**src/rtl/psum_collector.sv**
```systemverilog
// Collects partial sums from the last PE of a column, buffers them in a small FIFO,
// converts (optional ReLU + saturation) and writes them to consecutive global-buffer addresses.
module psum_collector #(
    parameter int PSUM_W     = 16,
    parameter int OUT_W      = 8,
    parameter int FIFO_DEPTH = 4,
    parameter int ADDR_W     = 8
) (
    input  logic              clk,
    input  logic              rst,
    input  logic              start,
    input  logic              relu_en,
    input  logic [ADDR_W-1:0] base_addr,
    input  logic [ADDR_W-1:0] out_count,
    input  logic              psum_valid,
    input  logic [PSUM_W-1:0] psum_data,
    output logic              psum_ack_out,
    input  logic              gb_wr_ready,
    output logic              gb_wr_en,
    output logic [ADDR_W-1:0] gb_wr_addr,
    output logic [OUT_W-1:0]  gb_wr_data,
    output logic              busy,
    output logic              done,
    output logic              error
);

    localparam int PW = $clog2(FIFO_DEPTH);
    localparam int CW = PW + 1;
    localparam logic [PW-1:0]     P_ONE  = PW'(1);
    localparam logic [CW-1:0]     C_ONE  = CW'(1);
    localparam logic [CW-1:0]     C_FULL = CW'(FIFO_DEPTH);
    localparam logic [ADDR_W-1:0] A_ONE  = ADDR_W'(1);
    localparam logic signed [PSUM_W-1:0] SAT_MAX = PSUM_W'((2 ** (OUT_W - 1)) - 1);
    localparam logic signed [PSUM_W-1:0] SAT_MIN = PSUM_W'(-(2 ** (OUT_W - 1)));

    typedef enum logic [1:0] {S_IDLE, S_RUN, S_DONE} state_t;

    // Reset asserts immediately but releases only after two clean edges.
    logic [1:0] rst_sync_q;
    logic       arst_n;

    always_ff @(posedge clk or negedge rst) begin
        if (!rst) rst_sync_q <= 2'b00;
        else      rst_sync_q <= {rst_sync_q[0], 1'b1};
    end
    assign arst_n = rst_sync_q[1];

    state_t            state_q, state_d;
    logic              relu_q, relu_d;
    logic [ADDR_W-1:0] base_q, base_d;
    logic [ADDR_W-1:0] cnt_q, cnt_d;
    logic [ADDR_W-1:0] acc_q, acc_d;
    logic [ADDR_W-1:0] wr_q, wr_d;
    logic              err_q, err_d;
    logic [PW-1:0]     wptr_q, wptr_d;
    logic [PW-1:0]     rptr_q, rptr_d;
    logic [CW-1:0]     occ_q, occ_d;
    logic [PSUM_W-1:0] mem_q [FIFO_DEPTH];

    logic run, fifo_full, fifo_empty, push, pop;

    function automatic logic [OUT_W-1:0] convert(input logic [PSUM_W-1:0] raw, input logic relu);
        logic signed [PSUM_W-1:0] v;
        logic [OUT_W-1:0]         res;
        v = signed'(raw);
        if (relu && v[PSUM_W-1]) res = '0;
        else if (v > SAT_MAX)    res = SAT_MAX[OUT_W-1:0];
        else if (v < SAT_MIN)    res = SAT_MIN[OUT_W-1:0];
        else                     res = v[OUT_W-1:0];
        return res;
    endfunction

    assign run          = (state_q == S_RUN);
    assign fifo_full    = (occ_q == C_FULL);
    assign fifo_empty   = (occ_q == '0);
    assign psum_ack_out = psum_valid && run && !fifo_full && (acc_q < cnt_q);
    assign push         = psum_ack_out;
    assign gb_wr_en     = !fifo_empty && run;
    assign pop          = gb_wr_en && gb_wr_ready;
    assign gb_wr_addr   = base_q + wr_q;
    // Data is forced to zero while empty so reset leaves the bus quiet regardless of RAM contents.
    assign gb_wr_data   = fifo_empty ? '0 : convert(mem_q[rptr_q], relu_q);
    assign busy         = run;
    assign done         = (state_q == S_DONE);
    assign error        = err_q;

    always_comb begin
        state_d = state_q;
        relu_d  = relu_q;
        base_d  = base_q;
        cnt_d   = cnt_q;
        acc_d   = acc_q;
        wr_d    = wr_q;
        err_d   = err_q;
        case (state_q)
            S_IDLE: begin
                if (start) begin
                    relu_d  = relu_en;
                    base_d  = base_addr;
                    cnt_d   = out_count;
                    acc_d   = '0;
                    wr_d    = '0;
                    state_d = (out_count == '0) ? S_DONE : S_RUN;
                end
            end
            S_RUN: begin
                if (start) err_d = 1'b1;
                if (push)  acc_d = acc_q + A_ONE;
                if (pop) begin
                    wr_d = wr_q + A_ONE;
                    if (wr_q == cnt_q - A_ONE) state_d = S_DONE;
                end
            end
            S_DONE:  state_d = S_IDLE;
            default: state_d = S_IDLE;
        endcase
    end

    always_comb begin
        wptr_d = push ? wptr_q + P_ONE : wptr_q;
        rptr_d = pop  ? rptr_q + P_ONE : rptr_q;
        occ_d  = occ_q;
        case ({push, pop})
            2'b10:   occ_d = occ_q + C_ONE;
            2'b01:   occ_d = occ_q - C_ONE;
            default: occ_d = occ_q;
        endcase
    end

    always_ff @(posedge clk or negedge arst_n) begin
        if (!arst_n) begin
            state_q <= S_IDLE;
            relu_q  <= 1'b0;
            base_q  <= '0;
            cnt_q   <= '0;
            acc_q   <= '0;
            wr_q    <= '0;
            err_q   <= 1'b0;
            wptr_q  <= '0;
            rptr_q  <= '0;
            occ_q   <= '0;
        end else begin
            state_q <= state_d;
            relu_q  <= relu_d;
            base_q  <= base_d;
            cnt_q   <= cnt_d;
            acc_q   <= acc_d;
            wr_q    <= wr_d;
            err_q   <= err_d;
            wptr_q  <= wptr_d;
            rptr_q  <= rptr_d;
            occ_q   <= occ_d;
        end
    end

    always_ff @(posedge clk) begin
        if (push) mem_q[wptr_q] <= psum_data;
    end

endmodule
```
**config.mk**
```make
export PLATFORM = sky130hd
export DESIGN_NAME = psum_collector
export DESIGN_NICKNAME = d
export VERILOG_FILES = /design/src/rtl/psum_collector.sv
export SDC_FILE = /design/constraint.sdc
export NUM_CORES = 1
export LEC_CHECK = 0
export CAP_MARGIN = 30
export CELL_PAD_IN_SITES_DETAIL_PLACEMENT = 1
export CELL_PAD_IN_SITES_GLOBAL_PLACEMENT = 1
export CORE_MARGIN = 2
export CORE_UTILIZATION = 45
export CTS_BUF_LIST = sky130_fd_sc_hd__clkbuf_16
export DETAILED_ROUTE_END_ITERATION = 8
export GPL_TIMING_DRIVEN = 0
export PLACE_DENSITY = 0.76
export RECOVER_POWER = 100
export SYNTH_ARGS = -nofsm -noshare
export SYNTH_HDL_FRONTEND = slang
export SYNTH_SLANG_ARGS = --single-unit
```
**constraint.sdc**
```tcl
create_clock -name clk -period 6.3 [get_ports clk]
set_input_delay 1.26 -clock clk [delete_from_list [all_inputs] [get_ports clk]]
set_output_delay 1.26 -clock clk [all_outputs]
set_load 0.05 [all_outputs]
```
==> results by group, run 1 <==
Run status
  • Status: finished with violations
  • Failing checks: capacitance limit, slew limit

Placed design
  • Buffers added on ports: 58
  • HPWL Detailed: 8440 um
  • Placer Congestion: 0.845

Power
  • Cell internal pwr: 1.72 mW
  • Net Sw Frac: 42.7%
  • Leakage: 2.45 nW
  • Pwr Density: 479 mW/mm^2
  • Sequential power share: 34.3%
  • Overall Power: 3.00 mW
  • Clk network pwr share: 18.2%
  • VDD IR max: 0.299 mV
  • Comb power frac: 47.5%
  • Switch Pwr: 1.28 mW

GRT
  • Met1 usage: 25.7%
  • First-pass GRT wire length: 19,200 um
  • Overall Global Routing Usage: 20.0%
  • Largest net degree at the start of global routing: 33
  • Initial antenna violation count: 0
  • Peak-usage layer in the global routing report: met2
  • GR Util met3: 5.17%
  • Total congestion overflow: 0
  • Global Route met2 Usage: 33.6%
  • Vias in the first global route: 3,666

Job
  • Max Cap Violations: 1

Synth
  • Syn nets: 465
  • Commonest cells in the netlist: 64 x edfxtp_1, 52 x nand2_1, 45 x dfrtp_1
  • Async SR Flop Fraction: 41.3%
  • Syn Area/Cell: 13.0 sq um
  • Area leader, netlist: edfxtp_1
  • Post-Syn Area: 0.00524 sq mm
  • Gate Count Post-Synth: 403
  • Synth Register Bits: 109
  • Post-synthesis sequential area ratio: 58.2%
  • Largest cells by area after synthesis: edfxtp_1 37%, dfrtp_1 22%, mux4_2 6.9%
  • Count of different cell masters after synthesis: 60
  • Most instantiated library cell after synthesis: edfxtp_1
  • Main synth FF type: edfxtp_1
  • Post-synth EDFFs: 64
  • Yosys top cell area share: 36.7%
  • Synthesis warning total: 0

Timing
  • Final setup viols: 0
  • Final worst path period need: 5150 ps
  • Max Clk Rate: 194 MHz
  • Hold Slack: 212 ps
  • Clock Skew: 10.1 ps
  • Worst-Margin Slew: 1800 ps
  • Final Slew Violations: 33
  • Hold Fails Final Rpt: 0
  • Final worst path period share: 81.7%
  • RSZ-0062 raised after global routing: no
  • Max-slew headroom: -20.3%
  • Sum Neg Setup Slack: 0 ps

Route
  • Final wirelength: 11,500 um
  • Antenna-violating nets left: 0
  • Drt first pass iters: 5
  • Via-to-Cell Ratio: 5.42
  • DR iter-0 viols: 128
  • Via total after detailed routing: 3,368
  • # DRC: 0
  • WL/cell: 18.5 um

Setup path
  • CP top delay family: buffers and inverters
  • CP max-delay cell: dlygate4sd3_1
  • Critical path data arrival time: 3890 ps
  • Most frequent CP cell: dlygate4sd3_1
  • Critical path fanouts, max: 10
  • Crit end category: primary output
  • Worst reg2reg path depth: 8
  • Critical setup path kind: in2out
  • Crit path depth: 7
  • CP Cell Sequence: dlygate4sd3_1 -> nand4b_4 -> a31o_1 -> a21o_1 -> clkinvlp_2 -> clkbuf_1 -> dlygate4sd3_1
  • Required @ worst endpoint: 5040 ps
  • CP Buf/Inv Count: 4
  • Critical Path Start Type: input port
  • Crit-path max cell delay: 930 ps

Finish
  • Final nets: 535
  • Share of layout cells above drive strength 1: 9.83%
  • Area growth, synth to finish: 19.5%
  • Antenna cells: 0

CTS
  • Cts bufs inserted: 9
  • Cts hold-fix bufs: 0
  • Clk buf depth: 2
  • Clk_lat worst skew: 350 ps
  • TritonCTS clock tree: yes
  • # resized after CTS: 0
  • # clock sinks: 109
  • Postcts setup bufs: 0
  • Worst-path clk slew: 70 ps
  • Root Buffer: clkbuf_16
  • CTS H-tree lvls: 3

Floorplan
  • Area of the core: 0.0114 sq mm
  • I/O pin total: 59
  • Initial Util: 46.0%
  • Die area: 0.0125 sq mm
  • Die X: 112 um
  • # rows: 39
  • Die Ht: 112 um

Hold path
  • Hold Crit Class: reg2async
[power groups by stage]
| stage | logic (mW) | clock network, mW | registers [mW] |
|---|---|---|---|
| global route | 1.56 | 0.583 | 1.05 |
| CTS | 1.50 | 0.558 | 1.03 |
| global placement | 1.44 | 0 | 1.04 |
| floorplan | 1.07 | 0 | 1.01 |
| finish | 1.42 | 0.545 | 1.03 |
| detailed placement | 1.49 | 0 | 1.04 |
[cells by family (layout without fill, tap and decap cells)]
family | count (synthesis) | count (layout) | synth area share, %
and+or+nand+nor | 133 | 133 | 12.4
AOI/OAI and AO/OA | 50 | 50 | 7.05
DFF | 109 | 109 | 58.2
adders and majority gates | 24 | 24 | 6.02
xor gates and xnor gates | 30 | 30 | 5.16
other | 1 | 1 | 0.0716
muxes | 21 | 21 | 7.86
buffers and inverters | 35 | 110 | 3.23
[cell type report]
cell class	count	area, sq um
fill	1164	5120
sequential	109	3050
multi-input combinational	259	2000
timing repair buffer	59	584
clock buffer	9	225
tap	143	179
inverter	22	83.8
buffer	13	75.1
clock inverter	7	56.3
[placed cells by master, fill, tap and decap left out, types with 8 or more instances in the layout]
master            n
clkdlybuf4s50_1  16
ha_1             22
clkbuf_16         9
nor2_1           31
dlygate4sd3_1    42
nand2_1          52
o21ai_0          17
edfxtp_1         64
xor2_1            9
xnor2_1          20
mux4_2           16
dfrtp_1          45
clkbuf_1          8
inv_1            23
[layer usage]
layer | up-vias | wire [um] | part of all wire, %
li1 | 1593 | - | -
met1 | 1704 | 5080 | 44
met2 | 57 | 5830 | 51
met3 | 14 | 388 | 3.4
met4 | 0 | 208 | 1.8
met5 | - | 0 | 0
[metrics by stage]
step           instance area, sq um  util, %  setup slack (ps)  instances
4_1_cts                        6300     55.4              1670        621
3_5_place_dp                   6020     52.9              1680        605
6_report                       6250     55.0              1150        621
5_1_grt                        6250     55.0              1040        621
2_1_floorplan                  5240        -              2640        403
3_3_place_gp                   5990     52.7              1670        604
[sequential cells by signal (all words and copies together), names as in the netlist]
name / cells
state_q: 2
error: 1
relu_q: 1
occ_q: 3
rptr_q: 2
wptr_q: 2
wr_q: 8
cnt_q: 8
base_q: 8
rst_sync_q: 2
mem_q: 64
acc_q: 8
[final timing paths]
check                                   startpoint                       to  slack (ps)
min in group clk           rst_sync_q[0]$_DFF_PN0_  rst_sync_q[1]$_DFF_PN0_         370
setup reg to reg              cnt_q[2]$_DFFE_PN0P_    mem_q[1][6]$_DFFE_PP_        2860
hold reg to reg            rst_sync_q[1]$_DFF_PN0_        error$_DFFE_PN0P_         210
setup / recovery                        psum_valid             psum_ack_out        1150
hold / removal             rst_sync_q[1]$_DFF_PN0_        error$_DFFE_PN0P_         210
max in group asynchronous  rst_sync_q[1]$_DFF_PN0_     cnt_q[6]$_DFFE_PN0P_        4040
Note: power is estimated with default switching activity, not from simulation.
==> run 2: changes to the inputs <==
==> constraint.sdc (replaced) <==
create_clock -name clk -period 5.05 [get_ports clk]
set_input_delay 1.01 -clock clk [delete_from_list [all_inputs] [get_ports clk]]
set_output_delay 1.01 -clock clk [all_outputs]
set_load 0.05 [all_outputs]
==> results by group, run 2 (synthesis gave the netlist of run 1 again) <==
Setup path
  • Critical path fanouts, max: 10
  • CP Buf/Inv Count: 4
  • CP top delay family: buffers and inverters
  • CP max-delay cell: clkdlybuf4s50_1
  • Required @ worst endpoint: 4040 ps
  • Crit end category: primary output
  • R2r setup slk: 1610 ps
  • Critical path data arrival time: 3590 ps
  • Worst reg2reg path depth: 8
  • Reg2Reg Capture Point: mem_q[1][6]$_DFFE_PP_
  • Critical Path Start Type: input port
  • Critical setup path kind: in2out
  • R2R Path Start: cnt_q[2]$_DFFE_PN0P_
  • Crit-path max cell delay: 880 ps
  • CP Cell Sequence: dlygate4sd3_1 -> nand4b_4 -> a31o_1 -> a21o_1 -> clkinvlp_2 -> clkbuf_1 -> clkdlybuf4s50_1

Finish
  • Area growth, synth to finish: 19.5%
  • Most common cell after layout, fill and taps aside: edfxtp_1
  • Final nets: 535
  • Antenna cells: 0
  • Share of layout cells above drive strength 1: 9.83%
  • Post-Route Utilization: 55.0%
  • Fillers: 1,164
  • Most frequent cells in the layout: 64 x edfxtp_1, 52 x nand2_1, 45 x dfrtp_1
  • Post-Layout Cell Count: 621
  • Fin area: 0.00625 sq mm
  • Largest register FFs: 64
  • Largest Register: mem_q

Timing
  • Max-slew headroom: -20.3%
  • Hold Fails Final Rpt: 0
  • Final worst path period need: 4600 ps
  • Worst-Margin Slew: 1800 ps
  • Setup ws final: 448 ps
  • Final Slew Violations: 33
  • Clock Skew: 10.1 ps
  • RSZ-0062 raised after global routing: no
  • Max Clk Rate: 217 MHz
  • Hold Slack: 212 ps
  • Final worst path period share: 91.1%
  • Final setup viols: 0
  • Sum Neg Setup Slack: 0 ps

Route
  • Via-to-Cell Ratio: 5.42
  • WL/cell: 18.5 um
  • Drt first pass iters: 5
  • Antenna-violating nets left: 0
  • Via total after detailed routing: 3,368
  • # DRC: 0
  • Final wirelength: 11,500 um
  • DR iter-0 viols: 128

Run status
  • Status: finished with violations
  • Failing checks: capacitance limit, slew limit

CTS
  • CTS H-tree lvls: 3
  • Clk buf depth: 2
  • # clock sinks: 109
  • TritonCTS clock tree: yes
  • # resized after CTS: 0
  • Cts hold-fix bufs: 0
  • Worst-path clk slew: 70 ps
  • Postcts setup bufs: 0
  • Root Buffer: clkbuf_16
  • Clk_lat worst skew: 350 ps
  • Cts bufs inserted: 9

Power
  • VDD IR max: 0.373 mV
  • Overall Power: 3.74 mW
  • Leakage: 2.45 nW
  • Pwr Density: 598 mW/mm^2

GRT
  • Total congestion overflow: 0
  • Largest net degree at the start of global routing: 33
  • Overall Global Routing Usage: 20.0%
  • Initial antenna violation count: 0
  • First-pass GRT wire length: 19,200 um
  • Vias in the first global route: 3,666

Placed design
  • Cells after DPL: 605
  • Placer Congestion: 0.845
  • Post-DP Area: 0.00602 sq mm
  • Buffers added on ports: 58
  • HPWL Detailed: 8440 um
  • Post-place setup slack: 928 ps

Floorplan
  • Die Ht: 112 um
  • Die X: 112 um
  • # rows: 39
  • Area of the core: 0.0114 sq mm
  • Initial Util: 46.0%
  • Die area: 0.0125 sq mm
  • I/O pin total: 59

Job
  • Max Cap Violations: 1

Hold path
  • Hold Crit Class: reg2async
==> run 2: cell types whose count changed in the layout (fill, tap and decap cells not counted), sizes merged <==
cell / previous run / this run
clkdlybuf4s50: 16 / 18
dlygate4sd3: 42 / 40
==> run 2: worst max-delay path by stage <==
stage | from | end | slack, ps | cells after the start
CTS | rptr_q[1]$_DFFE_PN0P_ | gb_wr_data[7] | 750 | 7
global placement | psum_valid | psum_ack_out | 920 | 7
finish | psum_valid | psum_ack_out | 450 | 7
floorplan | wr_q[0]$_DFFE_PN0P_ | gb_wr_addr[6] | 1640 | 9
global route | psum_valid | psum_ack_out | 330 | 7
detailed placement | psum_valid | psum_ack_out | 930 | 7
==> run 2: power by group <==
part           switching (mW)  total (mW)  internal, mW
clock                   0.337       0.680         0.343
combinational            1.12        1.78         0.660
sequential              0.143        1.28          1.14
==> run 2: final cells by class <==
type	instances	area, sq um	share of cell area (%)
buffer	13	75.1	1.20
sequential	109	3050	48.7
tap	143	179	2.86
clock buffer	9	225	3.60
inverter	22	83.8	1.34
multi-input combinational	259	2000	32.0
clock inverter	7	56.3	0.900
timing repair buffer	59	584	9.34
==> run 2: layer usage <==
layer	global-route usage (%)	wire length [um]	vias to the layer above
li1	-	-	1593
met1	25.7	5080	1704
met2	33.6	5830	57
met3	5.17	388	14
met4	6.17	208	0
met5	0	0	-
